`src/rtl/buffer_mux_rr.sv`:
```
// Round-robin merge of NUM_CH valid/ready channels onto one registered output.
// Optional locked-packet stall timeout: define BUFMUX_TIMEOUT_EN.
module buffer_mux_rr #(
    parameter int NUM_CH  = 4,
    parameter int DATA_W  = 35,
    parameter int CH_W    = (NUM_CH > 1) ? $clog2(NUM_CH) : 1,
    parameter int TIMEOUT = 64
) (
    input  logic                     clk,
    input  logic                     reset,
    input  logic [NUM_CH*DATA_W-1:0] in_data,
    input  logic [NUM_CH-1:0]        in_valid,
    input  logic [NUM_CH-1:0]        in_more,
    output logic [NUM_CH-1:0]        in_ready,
    input  logic                     next_ready,
    input  logic                     mem_full,
    output logic [DATA_W-1:0]        out_data,
    output logic                     out_valid,
`ifdef BUFMUX_TIMEOUT_EN
    output logic [CH_W-1:0]          out_ch,
    output logic                     timeout_err
`else
    output logic [CH_W-1:0]          out_ch
`endif
);

    typedef enum logic {IDLE, LOCKED} state_t;

    state_t          state, state_nxt;
    logic [CH_W-1:0] ptr, ptr_nxt;
    logic [CH_W-1:0] lock_ch, lock_nxt;
    logic [CH_W-1:0] grant;
    logic            gnt_vld;
    logic            space;
    logic            xfer;
    logic            more;
    logic [DATA_W-1:0] word;

    function automatic logic [CH_W-1:0] inc_ch(input logic [CH_W-1:0] c);
        int n;
        n = int'(c) + 1;
        if (n >= NUM_CH) n = 0;
        return CH_W'(n);
    endfunction

`ifdef BUFMUX_TIMEOUT_EN
    localparam int CNT_W = $clog2(TIMEOUT + 1);
    logic [CNT_W-1:0] stall_cnt, cnt_nxt;
    logic             stall_inc;
    logic             tmo;
`endif

    // Grant, handshake and transfer decode
    always_comb begin : out_comb
        int idx;
        idx     = 0;
        grant   = lock_ch;
        gnt_vld = 1'b0;
        space   = !mem_full && (!out_valid || next_ready);
        if (state == LOCKED) begin
            grant   = lock_ch;
            gnt_vld = 1'b1;
        end else begin
            // Walk backwards so the channel closest to ptr wins
            for (int k = NUM_CH - 1; k >= 0; k--) begin
                idx = int'(ptr) + k;
                if (idx >= NUM_CH) idx = idx - NUM_CH;
                if (in_valid[idx]) begin
                    grant   = CH_W'(idx);
                    gnt_vld = 1'b1;
                end
            end
        end
        in_ready = '0;
        if (space && gnt_vld) in_ready[grant] = 1'b1;
        xfer = space && gnt_vld && in_valid[grant];
        more = in_more[grant];
        word = in_data[grant*DATA_W +: DATA_W];
    end

    always_comb begin : next_comb
        state_nxt = state;
        ptr_nxt   = ptr;
        lock_nxt  = lock_ch;
`ifdef BUFMUX_TIMEOUT_EN
        stall_inc = (state == LOCKED) && !in_valid[lock_ch] && space;
        tmo       = stall_inc && (stall_cnt == CNT_W'(TIMEOUT - 1));
`endif
        unique case (state)
            IDLE: begin
                if (xfer) begin
                    if (more) begin
                        state_nxt = LOCKED;
                        lock_nxt  = grant;
                    end else begin
                        ptr_nxt = inc_ch(grant);
                    end
                end
            end
            LOCKED: begin
                if (xfer && !more) begin
                    state_nxt = IDLE;
                    ptr_nxt   = inc_ch(lock_ch);
                end
`ifdef BUFMUX_TIMEOUT_EN
                else if (tmo) begin
                    state_nxt = IDLE;
                    ptr_nxt   = inc_ch(lock_ch);
                end
`endif
            end
            default: state_nxt = IDLE;
        endcase
`ifdef BUFMUX_TIMEOUT_EN
        cnt_nxt = stall_cnt;
        if (state_nxt != LOCKED || xfer)
            cnt_nxt = '0;
        else if (stall_inc)
            cnt_nxt = stall_cnt + 1'b1;
`endif
    end

    always_ff @(posedge clk or negedge reset) begin
        if (!reset) begin
            state     <= IDLE;
            ptr       <= '0;
            lock_ch   <= '0;
            out_data  <= '0;
            out_valid <= 1'b0;
            out_ch    <= '0;
`ifdef BUFMUX_TIMEOUT_EN
            stall_cnt   <= '0;
            timeout_err <= 1'b0;
`endif
        end else begin
            state   <= state_nxt;
            ptr     <= ptr_nxt;
            lock_ch <= lock_nxt;
            if (xfer) begin
                out_data  <= word;
                out_ch    <= grant;
                out_valid <= 1'b1;
            end else if (next_ready) begin
                out_valid <= 1'b0;
            end
`ifdef BUFMUX_TIMEOUT_EN
            stall_cnt   <= cnt_nxt;
            timeout_err <= tmo;
`endif
        end
    end

endmodule

```
`config.mk`:
```
export PLATFORM = sky130hd
export DESIGN_NAME = buffer_mux_rr
export DESIGN_NICKNAME = d
export VERILOG_FILES = /design/src/rtl/buffer_mux_rr.sv
export SDC_FILE = /design/constraint.sdc
export NUM_CORES = 1
export LEC_CHECK = 0
export CAP_MARGIN = 20
export CORE_ASPECT_RATIO = 0.8
export CORE_MARGIN = 2
export CORE_UTILIZATION = 35
export CTS_BUF_LIST = sky130_fd_sc_hd__clkbuf_4
export CTS_CLUSTER_SIZE = 24
export DETAILED_ROUTE_END_ITERATION = 8
export PLACE_DENSITY = 0.8
export RECOVER_POWER = 25
export SLEW_MARGIN = 20
export SYNTH_ARGS = -nofsm -noshare
export SYNTH_HDL_FRONTEND = slang
export SYNTH_SLANG_ARGS = --single-unit
```
`constraint.sdc`:
```
create_clock -name clk -period 3.77 [get_ports clk]
set_clock_uncertainty 0.1 [all_clocks]
set_input_delay 1.131 -clock clk [delete_from_list [all_inputs] [get_ports clk]]
set_output_delay 1.131 -clock clk [all_outputs]
set_load 0.005 [all_outputs]
```
======== Yosys cells after proc, flatten, opt, wreduce, memory -nomap -nowiden ========
Cells that the tools add are included.
word-level totals
  output and inout port bits .............. 42
  input port bits ......................... 152
  register bits after elaboration ......... 43
  logic and storage cells ................. 94
operators by class
  eq/ne operators ......................... 3
  muxes and demuxes ....................... 49
  shift operators ......................... 1
  $add $sub $neg .......................... 9
  multipliers ............................. 1
  magnitude comparators ................... 12
  reductions and logical operators ........ 12
  bitwise logic cells ..................... 1
operators by type and width
  cell                 number
  $mux 32              8
  $shiftx 140x9->35    1
  $lt 32x4->1 const B  4
  $mux 1               21
  $mux 2               10
  $ge 3x3->1 const B   5
  $bmux 1 s2           6
  $sub 3x3->4 const B  3
  $add 2x1->3 const B  3
  $mul 2x6->8 const B  1
  $add 2x2->3 const B  2
  $reduce_and 3->1     2
  $logic_and 1x1->1    5
  $mux 4               1
  $ne 2x2->1 const B   2
  $pmux 2 s2           1
  $sub 2x3->4 const B  1
  $ge 2x3->1 const B   1
  $logic_not 1->1      3
  $lt 2x3->1 const B   1
  $demux 1 s2          1
  $ge 2x1->1 const B   1
  $ne 2x1->1 const B   1
  $pmux 1 s2           1
  3 further kinds      3

======== Longest topological paths before layout ========
  depth after elaboration ................. 18
  mapped depth ............................ 11
  gate-level depth less buffers ........... 8

======== Least setup slack after synthesis ========
OpenSTA, ideal clock, no wires.
  path kind ............................... input to output
  from .................................... in in_valid[3]
  to ...................................... out in_ready[0]
  stages .................................. 10
  arrival time ............................ 2.691 ns
  slack ................................... -0.152 ns
  required time ........................... 2.539 ns
  buffers on the path ..................... 3
  path through ............................ clkbuf_2 -> nor2_1 -> o32ai_1 -> o21ai_1 -> nand2_1 -> buf_2 -> buf_2 -> inv_1 -> ha_1 -> and2_1
on the way
  word-level cells in the longest chain between the ends .. 13
  elaborated cells on any way between the ends .. 29
  classes of those cells .................. 2 x order compare; 25 x mux; 2 x reduce/logical
RTL lines
  element                                                                RTL line  source
  start, declared                                                        12        input logic [NUM_CH-1:0] in_valid,
  $bmux 1 s2                                                             68        if (in_valid[idx]) begin
  $mux 1 (not written as such) (2 in series)                             68
  $mux 2 (3 in series)                                                   68
  $mux 2 (*)                                                             68
  $mux 2 (*)                                                             60        if (state == LOCKED) begin
  via grant[1]                                                           32        logic [CH_W-1:0] grant;
  $lt 2x3->1 (not written as such) / $ge 2x1->1 (equally long branches)  75        if (space && gnt_vld) in_ready[grant] = 1'b1;
  $logic_and 1x1->1 (not written as such)                                75
  $mux 1 (not written as such)                                           75
  $demux 1 s2 (*)                                                        75
  $mux 4 (*)                                                             75
  end, declared                                                          14        output logic [NUM_CH-1:0] in_ready,
The timed path passes the listed nets; every way through them passes the cells marked *. The select of a mux whose other input is x is not followed.

======== Worst setup path after layout ========
  from .................................... in in_valid[2]
  to ...................................... out in_ready[1]
The elaborated chain is that of the path after synthesis.

==> impl_results.md <==
* CTS Buf Count at 5
* Slowest-stage cell, CP: o31ai_4
* Worst r2r dst: lock_ch[1]
* Final cell count without fillers at 606
* R2R cell count at 11
* Clk_lat worst skew at 340 ps
* Detailed router's first-iteration violation count at 74
* DRT Wirelength at 9320 um
* H-tree depth at 2
* Hold_sp: out_ch[1]
* Core outline area at 0.00856 mm2
* Layout cells sized above 1 at 20.6%
* Largest net degree at the start of global routing at 44
* Initial antenna violation count at 0
* Fin. max-slew vios at 44
* Setup violations, final at 0
* Root Buffer: clkbuf_4
* Final hold violation count at 0
* Placed cells at 584
* CTS tree: built
* Hold Crit Class: register to register
* CP most frequent cell: buf_4
* Period utilization at 97.9%
* DR vias at 3003
* Pwr dens at 716 mW/mm2
* Hold path cells at 1
* I/O pins at 194
* Worst setup EP type: output pin
* Cell Rows at 30
* Startpoint Class: input port
* Syn Area/Cell at 11.3 um2
* Overall Global Routing Usage at 18.5%
* WP depth at 8
* Die height at 88.4 um
* Post-Synthesis Cells at 276
* Tmin final at 3690 ps
* Outcome: finished with violations
* Critical path peak fanout at 5
* Max VDD drop at 430 uV
* Placer congestion estimate at 0.861
* Syn_nets at 432
* Critical Path AT at 2460 ps
* Clk pin slew, worst setup/hold paths at 120 ps
* N_diodes at 0
* Failing checks: capacitance limit, slew limit
* Worst path buffer plus inverter count at 3
* CTS Sinks at 43
* Wl on met1 at 3540 um
* Worst EP required at 2540 ps
* ANT nets after route at 0
* Routed length per placed instance at 15.4 um
* Drc violations at 0
* Post-synthesis cell type count at 35
* Max-slew headroom at -50.6%
* Worst hold endpoint: out_ch[1]
* Die Area at 0.00968 mm2
* Layout area overhead at 74.9%
* First-pass GRT wire length at 14100 um
* P_leak at 2.36 nW
* Cell Area, Synth at 0.00312 mm2
* DIE WIDTH at 109 um
* R2R Setup Slk at 820 ps
* Tightest Pin Transition at 2260 ps
* WL met3 at 1080 um
* Max Fclk at 0.271 GHz
* # nets final at 649
* Detailed Place HPWL at 7510 um
* Largest stage delay, worst path at 230 ps
* Met2 Wirelength at 4570 um
* Reg2Reg Launch Point: ptr[1]
* Initial core utilization at 36.4%
* Max-Cap Viols at 1
* Register bit total from synthesis at 43
* Setup CP Type: input port to output pin
* Port buffer count at 193
* Commonest non-fill, non-tap cell in the layout: clkdlybuf4s50_1
* Commonest cells after routing, fill and taps aside: clkdlybuf4s50_1, mux2i_1, dfrtp_1, mux2_2, buf_4
* Post-DP Area at 0.00526 mm2
* Vias/cell at 4.96
* Max clock buf depth at 2
* Seq/Total Area, Yosys at 34.5%
* CTS Hold Bufs at 0
* First-pass detailed-route iteration total at 4
* Final instance area at 0.00545 mm2
* Total grt overflow at 0
* Critical-path cell list: buf_4 -> nor2b_4 -> a21o_1 -> o31ai_4 -> buf_4 -> ha_2 -> and2_1 -> dlygate4sd2_1
* Vias in the first global route at 2974
* Top Layer Used: met4
* Delay-heaviest family, CP: buffers and inverters
* YS warnings at 0
-- layout make-up --
type                            instances  area (um2)
Timing Repair Buffer                  228        2160
Clock buffer                            6        45.0
Inverter                                3        11.3
Tap cell                              112         140
Sequential cell                        43        1080
Clock inverter                          2        7.51
Fill cell                             706        3110
Multi-Input combinational cell        212        2000
-- metal layers --
metal,vias to the layer above,track usage (%)
met5,-,0
met4,0,5.75
met3,15,6.26
met2,149,33.0
met1,1393,21.1
li1,1446,-
-- synthesized netlist by cell type (all sizes together) --
cell type	number	share of area [%]
mux2i	106	34
dfrtp	43	35
mux2	39	14
buf	16	2.7
nor2	9	1.1
and2	7	1.4
o21ai	7	1.1
nand2	6	0.72
nor2b	5	1.0
a21oi	4	0.64
ha	4	1.6
a31oi	3	0.60
inv	3	0.36
nand2b	3	0.60
a211oi	2	0.48
a21o	2	0.48
a32oi	2	0.56
clkbuf	2	0.28
nor3	2	0.32
a22o	1	0.28
and3	1	0.20
nand3	1	0.16
o21a	1	0.24
o22a	1	0.28
o22ai	1	0.40
o31ai	1	0.68
o32ai	1	0.28
or2	1	0.20
or3b	1	0.28
xnor2	1	0.28
-- how the worst max path moves through the flow --
stage / endpoint / from / slack [ps]
after global placement: in_ready[1] / in_valid[3] / -580
after CTS: in_ready[1] / in_valid[1] / 0.9
after detailed placement: in_ready[1] / in_valid[3] / -730
after floorplan: in_ready[0] / in_valid[3] / 40
final: in_ready[1] / in_valid[2] / 80
after global routing: in_ready[1] / in_valid[0] / -0.5
-- kinds of logic after synthesis --
group	count (synthesis)	synth area share, %
DFF	43	34.5
buffers and inverters	21	3.37
adders and majority gates	4	1.61
xor gates and xnor gates	1	0.281
muxes	145	48.2
and+or+nand+nor	36	5.98
AOI/OAI and AO/OA	26	6.06
-- metrics by stage --
step	total power [mW]	TNS [ps]	hold slack (ps)	worst slack [ps]	util, %
floorplan	2.44	0	384	42.1	-
global placement	3.49	-2580	373	-575	61.5
detailed placement	3.57	-6650	392	-733	61.5
CTS	3.91	0	421	0.862	63.4
global route	4.21	-0.463	438	-0.463	63.7
finish	3.90	0	413	78.2	63.7
-- power by group --
group / internal [mW] / switching (mW)
logic: 1.66 / 1.15
clock network: 0.0766 / 0.139
registers: 0.705 / 0.168
-- what timing repair did --
action                     in CTS  in global routing
buffers inserted               10                  4
resized for setup              36                  5
pin swaps                       7                  6
hold endpoints to repair        0                  0
setup endpoints to repair       4                  4
-- flip-flops by register name (all words and copies together), names as in the netlist, named ones only --
name / flops
lock_ch: 2
out_ch: 2
out_data: 35
out_valid: 1
ptr: 2
(Power assumes the default switching activity.)
